[config.mk]
export PLATFORM = sky130hd
export DESIGN_NAME = serial_compare_ctrl
export DESIGN_NICKNAME = d
export VERILOG_FILES = /design/src/rtl/cmp_pkg.sv /design/src/rtl/serial_compare_ctrl_compare.sv /design/src/rtl/serial_compare_ctrl.sv
export SDC_FILE = /design/constraint.sdc
export NUM_CORES = 1
export LEC_CHECK = 0
export ABC_CLOCK_PERIOD_IN_PS = 2300
export CELL_PAD_IN_SITES_DETAIL_PLACEMENT = 1
export CELL_PAD_IN_SITES_GLOBAL_PLACEMENT = 2
export CORE_MARGIN = 5
export CORE_UTILIZATION = 34
export CTS_CLUSTER_SIZE = 16
export DETAILED_ROUTE_END_ITERATION = 16
export GPL_ROUTABILITY_DRIVEN = 1
export PLACE_DENSITY = 0.9
export SYNTH_ARGS = -nofsm -noshare
export SYNTH_HDL_FRONTEND = slang
export SYNTH_SLANG_ARGS = --single-unit
[constraint.sdc]
create_clock -name clk -period 2.3 [get_ports clk]
set_clock_uncertainty 0.05 [all_clocks]
set_input_delay 0.46 -clock clk [delete_from_list [all_inputs] [get_ports clk]]
set_output_delay 0.46 -clock clk [all_outputs]
set_load 0.05 [all_outputs]
[src/rtl/cmp_pkg.sv]
// Shared types for the serial comparator: controller states and the
// one-hot {eq, gt, lt} result encodings.
package cmp_pkg;

  typedef enum logic [1:0] {
    IDLE = 2'd0,
    SCAN = 2'd1,
    DONE = 2'd2
  } state_t;

  localparam logic [2:0] EQ = 3'b100;
  localparam logic [2:0] GT = 3'b010;
  localparam logic [2:0] LT = 3'b001;

endpackage

[src/rtl/serial_compare_ctrl_compare.sv]
// Shared 1-bit equality cell; purely combinational, one instance serves any
// operand width when driven serially.
module compare (
  input  logic a,
  input  logic b,
  output logic equal
);

  assign equal = ~(a ^ b);

endmodule

[src/rtl/serial_compare_ctrl.sv]
// Streams two latched operands MSB-first through a single 1-bit compare cell,
// stopping at the first mismatch and reporting eq/gt/lt with a done pulse.
module serial_compare_ctrl
  import cmp_pkg::*;
#(
  parameter int WIDTH = 8
) (
  input  logic                     clk,
  input  logic                     rst,
  input  logic                     start,
  input  logic [WIDTH-1:0]         a_in,
  input  logic [WIDTH-1:0]         b_in,
  output logic                     busy,
  output logic                     done,
  output logic                     eq,
  output logic                     gt,
  output logic                     lt,
  output logic [$clog2(WIDTH):0]   bits_used
);

  localparam int IW = $clog2(WIDTH);
  localparam int CW = IW + 1;

  state_t           r_state;
  logic [WIDTH-1:0] r_sa;
  logic [WIDTH-1:0] r_sb;
  logic [IW-1:0]    r_idx;
  logic [CW-1:0]    r_cnt;
  logic [CW-1:0]    r_bits_used;
  logic [2:0]       r_res;
  logic             r_busy;
  logic             r_done;

  logic w_a_msb;
  logic w_b_msb;
  logic w_equal;

  assign w_a_msb = r_sa[WIDTH-1];
  assign w_b_msb = r_sb[WIDTH-1];

  compare u_compare (
    .a     (w_a_msb),
    .b     (w_b_msb),
    .equal (w_equal)
  );

  // r_cnt counts the scan in progress; r_bits_used only changes on completion
  // so the reported count always belongs to the reported result.
  always_ff @(posedge clk) begin
    // NOTE: reset is sampled on the clock edge, so it sits inside the clocked
    // block rather than in the sensitivity list.
    if (rst) begin
      r_state     <= IDLE;
      r_sa        <= '0;
      r_sb        <= '0;
      r_idx       <= '0;
      r_cnt       <= '0;
      r_bits_used <= '0;
      r_res       <= '0;
      r_busy      <= 1'b0;
      r_done      <= 1'b0;
    end else begin
      // NOTE: default-low here makes done a single-cycle pulse without a
      // separate clear path in every state.
      r_done <= 1'b0;
      case (r_state)
        IDLE: begin
          if (start) begin
            r_sa    <= a_in;
            r_sb    <= b_in;
            r_idx   <= IW'(WIDTH - 1);
            r_cnt   <= '0;
            r_busy  <= 1'b1;
            r_state <= SCAN;
          end
        end
        SCAN: begin
          r_cnt <= r_cnt + 1'b1;
          if (!w_equal) begin
            r_res       <= w_a_msb ? GT : LT;
            r_bits_used <= r_cnt + 1'b1;
            r_done      <= 1'b1;
            r_state     <= DONE;
          end else if (r_idx == '0) begin
            r_res       <= EQ;
            r_bits_used <= r_cnt + 1'b1;
            r_done      <= 1'b1;
            r_state     <= DONE;
          end else begin
            r_sa  <= {r_sa[WIDTH-2:0], 1'b0};
            r_sb  <= {r_sb[WIDTH-2:0], 1'b0};
            r_idx <= r_idx - 1'b1;
          end
        end
        DONE: begin
          r_busy  <= 1'b0;
          r_state <= IDLE;
        end
        default: begin
          r_busy  <= 1'b0;
          r_state <= IDLE;
        end
      endcase
    end
  end

  assign busy      = r_busy;
  assign done      = r_done;
  assign eq        = r_res[2];
  assign gt        = r_res[1];
  assign lt        = r_res[0];
  assign bits_used = r_bits_used;

endmodule

# Word-level counts from Yosys, hierarchy flattened
# Cells that the tools add are included.
# W data, S select, Z words.
op_classes:
  add_sub_neg: 2
  eq_ne: 5
  n_mux: 27
  n_bitwise: 2
  reduce_logical: 10
ops:
  columns: ["operator", "count"]
  rows:
  - ["$mux W8", 6]
  - ["$pmux W8 S2", 2]
  - ["$mux W3", 5]
  - ["$mux W4", 3]
  - ["$mux W2", 4]
  - ["$pmux W4 S2", 1]
  - ["$reduce_and A2 Y1", 4]
  - ["$ne A2 B2 Y1 const B", 3]
  - ["$pmux W3 S2", 1]
  - ["$add A4 B1 Y4 const B", 1]
  - ["$pmux W2 S2", 1]
  - ["$reduce_and A4 Y1", 1]
  - ["$reduce_bool A2 Y1", 2]
  - ["$logic_not A3 Y1", 1]
  - ["$mux W1", 3]
  - ["$ne A3 B3 Y1 const B", 1]
  - ["$sub A3 B1 Y3 const B", 1]
  - ["$eq A2 B1 Y1 const B", 1]
  - ["$logic_not A2 Y1", 1]
  - ["$pmux W1 S2", 1]
  - ["$reduce_or A2 Y1", 1]
  - ["$not A1 Y1", 1]
  - ["$xor A1 B1 Y1", 1]
word_totals:
  reg_bits: 34
  output_inout_bits: 9
  wordCells: 55

# Logic depth before layout (Yosys ltp)
depth:
  ltp_word: 4
  ltp_mapped: 7

# By module
# A second synthesis with hierarchy kept.
unflattened:
  cells_unflattened: 153
  area_unflattened_um2: 1527.7
by_module_without_submodules:
  columns: ["module", "instances", "cells_per_inst", "area_each_um2", "seq_area_each_um2"]
  rows:
  - ["serial_compare_ctrl", 1, 152, 1519.0, 680.7]
  - ["compare", 1, 1, 8.8, 0.0]

# Worst setup path before layout
# Ideal clock, no wire load.
synth_timing:
  path_kind: "reg-to-reg"
  from: "reg r_sb[7]"
  to: "reg r_sa[1]"
  setup_time_ps: 80
  t_arrival_ps: 1372
  path_slack_ps: 798
  path_stages_with_launch: 7
  path_buffers: 2
  period_less_slack_ps: 1502
  path_cell_list: "dfxtp_1 > inv_1 > ha_1 > a31o_1 > buf_6 > buf_6 > a211oi_2"
synth_via:
  elab_chain_cells: 3
synth_rtl:
  columns: ["item", "line", "source"]
  rows:
  - ["start, declared", "serial_compare_ctrl.sv:26", "logic [WIDTH-1:0] r_sb;"]
  - ["start signal, assigned", "serial_compare_ctrl.sv:70", "r_sb <= b_in;"]
  - ["start signal, assigned", "serial_compare_ctrl.sv:91", "r_sb <= {r_sb[WIDTH-2:0], 1'b0};"]
  - ["$xor A1 B1 Y1", "serial_compare_ctrl_compare.sv:9", "assign equal = ~(a ^ b);"]
  - ["$ne A2 B2 Y1 (no line)", null, null]
  - ["$reduce_and A4 Y1 (no line)", null, null]
  - ["end signal, assigned", "serial_compare_ctrl.sv:69", "r_sa <= a_in;"]
  - ["end signal, assigned", "serial_compare_ctrl.sv:90", "r_sa <= {r_sa[WIDTH-2:0], 1'b0};"]
  - ["end, declared", "serial_compare_ctrl.sv:25", "logic [WIDTH-1:0] r_sa;"]
# No other way between the ends.
# A chain may end at the register's enable or synchronous reset.

# Final worst setup path
layout_timing:
  from: "reg r_res[2]"
  to: "out eq"
layout_lines:
  columns: ["item", "line", "source"]
  rows:
  - ["start, declared", "serial_compare_ctrl.sv:30", "logic [2:0] r_res;"]
  - ["start signal, assigned", "serial_compare_ctrl.sv:80", "r_res <= w_a_msb ? GT : LT;"]
  - ["end, declared", "serial_compare_ctrl.sv:15", "output logic eq,"]
# No word-level cell between the ends.

==> flow_summary.ini <==
[detailed_routing]
drc_errors = 0
antenna_left = 0
vias_per_cell = 5.02
num_vias = 1179
wl_um = 3450
firstDrtPassIters = 4
wl_per_cell_um = 14.7
drt-initial-drc-count = 28

[finish]
final_nets = 206
fin_util_pct = 44.6
finalNonFillerCells = 235
area_growth_pct = 27.2
fillers = 491
layout-drive-gt1-share_pct = 14.2
diodes = 0

[yosys]
syn-num-nets = 176
synthTopCellsByArea = dfxtp_1 (45%), mux2i_1 (12%), a211oi_2 (8.2%)
ys.flop_type = dfxtp_1
synth.most_common_cell = dfxtp_1
async_reset_ff_share_pct = 0
ys_top_cells_by_count = dfxtp_1 (34), nor2_1 (32), mux2i_1 (18), a211oi_2 (10), a211oi_1 (8)
postSynthAreaPerCell_um2 = 10.1
synth_cell_type_count = 30
synth-seq-cells = 34
synthCells = 152
yosys_warnings = 0
syn_area_um2 = 1530
synth-edff-count = 0
ys_seq_area_share_pct = 44.6
synth_largest_area_cell = dfxtp_1
yosysTopAreaCellShare_pct = 44.6

[critical_path]
path_cells = clkdlybuf4s50_1
startpoint_type = flip-flop
path_buf_inv = 1
end_kind = output pin
crit_arrival_ns = 1.43
criticalPathCategory = reg -> out
cp.required_ns = 1.79
crit_fanout = 2
critPathMaxStageDelay_ns = 0.81
slowest_stage = clkdlybuf4s50_1
crit_family = buffers and inverters

[timing]
whs_ns = 0.438
tightest_slew_ns = 0.504
maxSlewHeadroom_pct = 66.3
max_freq_ghz = 0.515
period_minus_slack_ns = 1.94
setup_viol = 0
fin_crit_sh_pct = 84.4
rsz0062_at_grt = no
finalHoldViolCount = 0
slew_violations = 0
tns_ns = 0

[global_route]
gr-total-overflow = 0
grt_usage_pct = 12.7
grt_antenna_before_repair = 0
grt_busiest_layer = met2
met3_usage_pct = 4.45
grt_pass1_vias = 1287
grt_util_met1_pct = 14.4
grt_pass1_wl_um = 6040
use_met2_pct = 21.1
grt_start_max_net_pins = 30

[die]
die_area_um2 = 5930
chipWidth_um = 77.0
core_um2 = 4350
fp.dieH_um = 77.0
rows = 24
num_io_pins = 28
initial_core_util_pct = 35.1

[clocking]
clock-sinks = 34
cts_setup_buffers = 0
cts_tree = yes
clk_pin_slew_ns = 0.06
root_buffer = clkbuf_8
hold_buffers = 0
cts_buffer_depth = 2
cts_buffers = 5
clk_latency_ns = 0.29
htreeDepth = 2
ctsResizeCount = 0

[power]
max-vdd-ir-drop_mv = 0.304
p_leak_uw = 0.000716
power_density_nw_per_um2 = 812

[placed_design]
io_buffer_count = 27
place.gp.congestion = 0.679
placed_cells = 227
hpwl_um = 2510

[run]
drv_cap = 0

[outcome]
status = finished clean

[min_path]
min_path_type = reg -> reg
==> cells by family after synthesis <==
logic type	share of synthesized area (%)
DFF	44.6
adders and majority gates	4.10
and+or+nand+nor	14.7
buffers and inverters	5.24
muxes	11.8
xor gates and xnor gates	1.15
AOI/OAI and AO/OA	18.5
==> layout make-up <==
cell class / count / area, um2 / share of cell area, %
Multi-Input combinational cell: 104 / 767 / 39.5
Sequential cell: 34 / 681 / 35.0
Timing Repair Buffer: 32 / 320 / 16.5
Clock buffer: 7 / 86.3 / 4.44
Tap cell: 52 / 65.1 / 3.35
Inverter: 5 / 18.8 / 0.966
Clock inverter: 1 / 5.00 / 0.258
==> placed cells by master, fill, tap and decap left out, types with 2 or more instances in the layout <==
cell type | Yosys | layout
a211oi_1 | 8 | 8
a211oi_2 | 10 | 10
a21oi_1 | 3 | 3
a22oi_1 | 4 | 4
buf_4 | 1 | 4
clkbuf_8 | 0 | 6
clkdlybuf4s50_1 | 0 | 27
dfxtp_1 | 34 | 34
ha_1 | 5 | 5
inv_1 | 4 | 4
mux2i_1 | 18 | 18
nand2_1 | 2 | 2
nand2b_1 | 2 | 2
nor2_1 | 32 | 32
nor2b_1 | 3 | 3
nor3_1 | 4 | 4
xnor2_1 | 2 | 2
==> power by group <==
part	total (uW)	switching (uW)	internal (uW)
clock	456	215	241
combinational	418	235	182
sequential	705	46.3	658
==> final timing paths <==
kind / cells past startpoint / slack, ns / to / start
max reg2reg: 7 / 0.60 / r_idx[0]$_SDFFE_PP0P_ / r_idx[0]$_SDFFE_PP0P_
min: 1 / 0.44 / r_idx[2]$_SDFFE_PP0P_ / r_idx[2]$_SDFFE_PP0P_
min reg2reg: 1 / 0.44 / r_idx[2]$_SDFFE_PP0P_ / r_idx[2]$_SDFFE_PP0P_
max: 1 / 0.36 / eq / r_res[2]$_SDFFE_PP0P_
==> sequential cells by signal (all words and copies together), names as in the netlist <==
signal	cells
r_res	3
busy	1
r_state	2
r_sa	8
done	1
r_cnt	4
r_idx	3
r_sb	8
bits_used	4
==> per-stage QoR <==
step / worst slack, ns / power [uW] / cell area, um2
finish: 0.358 / 1580 / 1940
global route: 0.286 / 1670 / 1940
CTS: 0.342 / 1610 / 1940
detailed placement: 0.349 / 1140 / 1850
global placement: 0.401 / 1120 / 1850
floorplan: 0.798 / 1020 / 1530
==> metal layers <==
metal  vias to the layer above  wire length, um
met1                       557             1510
met2                        25             1690
met4                         0               72
met5                         -                0
met3                         7              174
li1                        590                -
(Power assumes the default switching activity.)
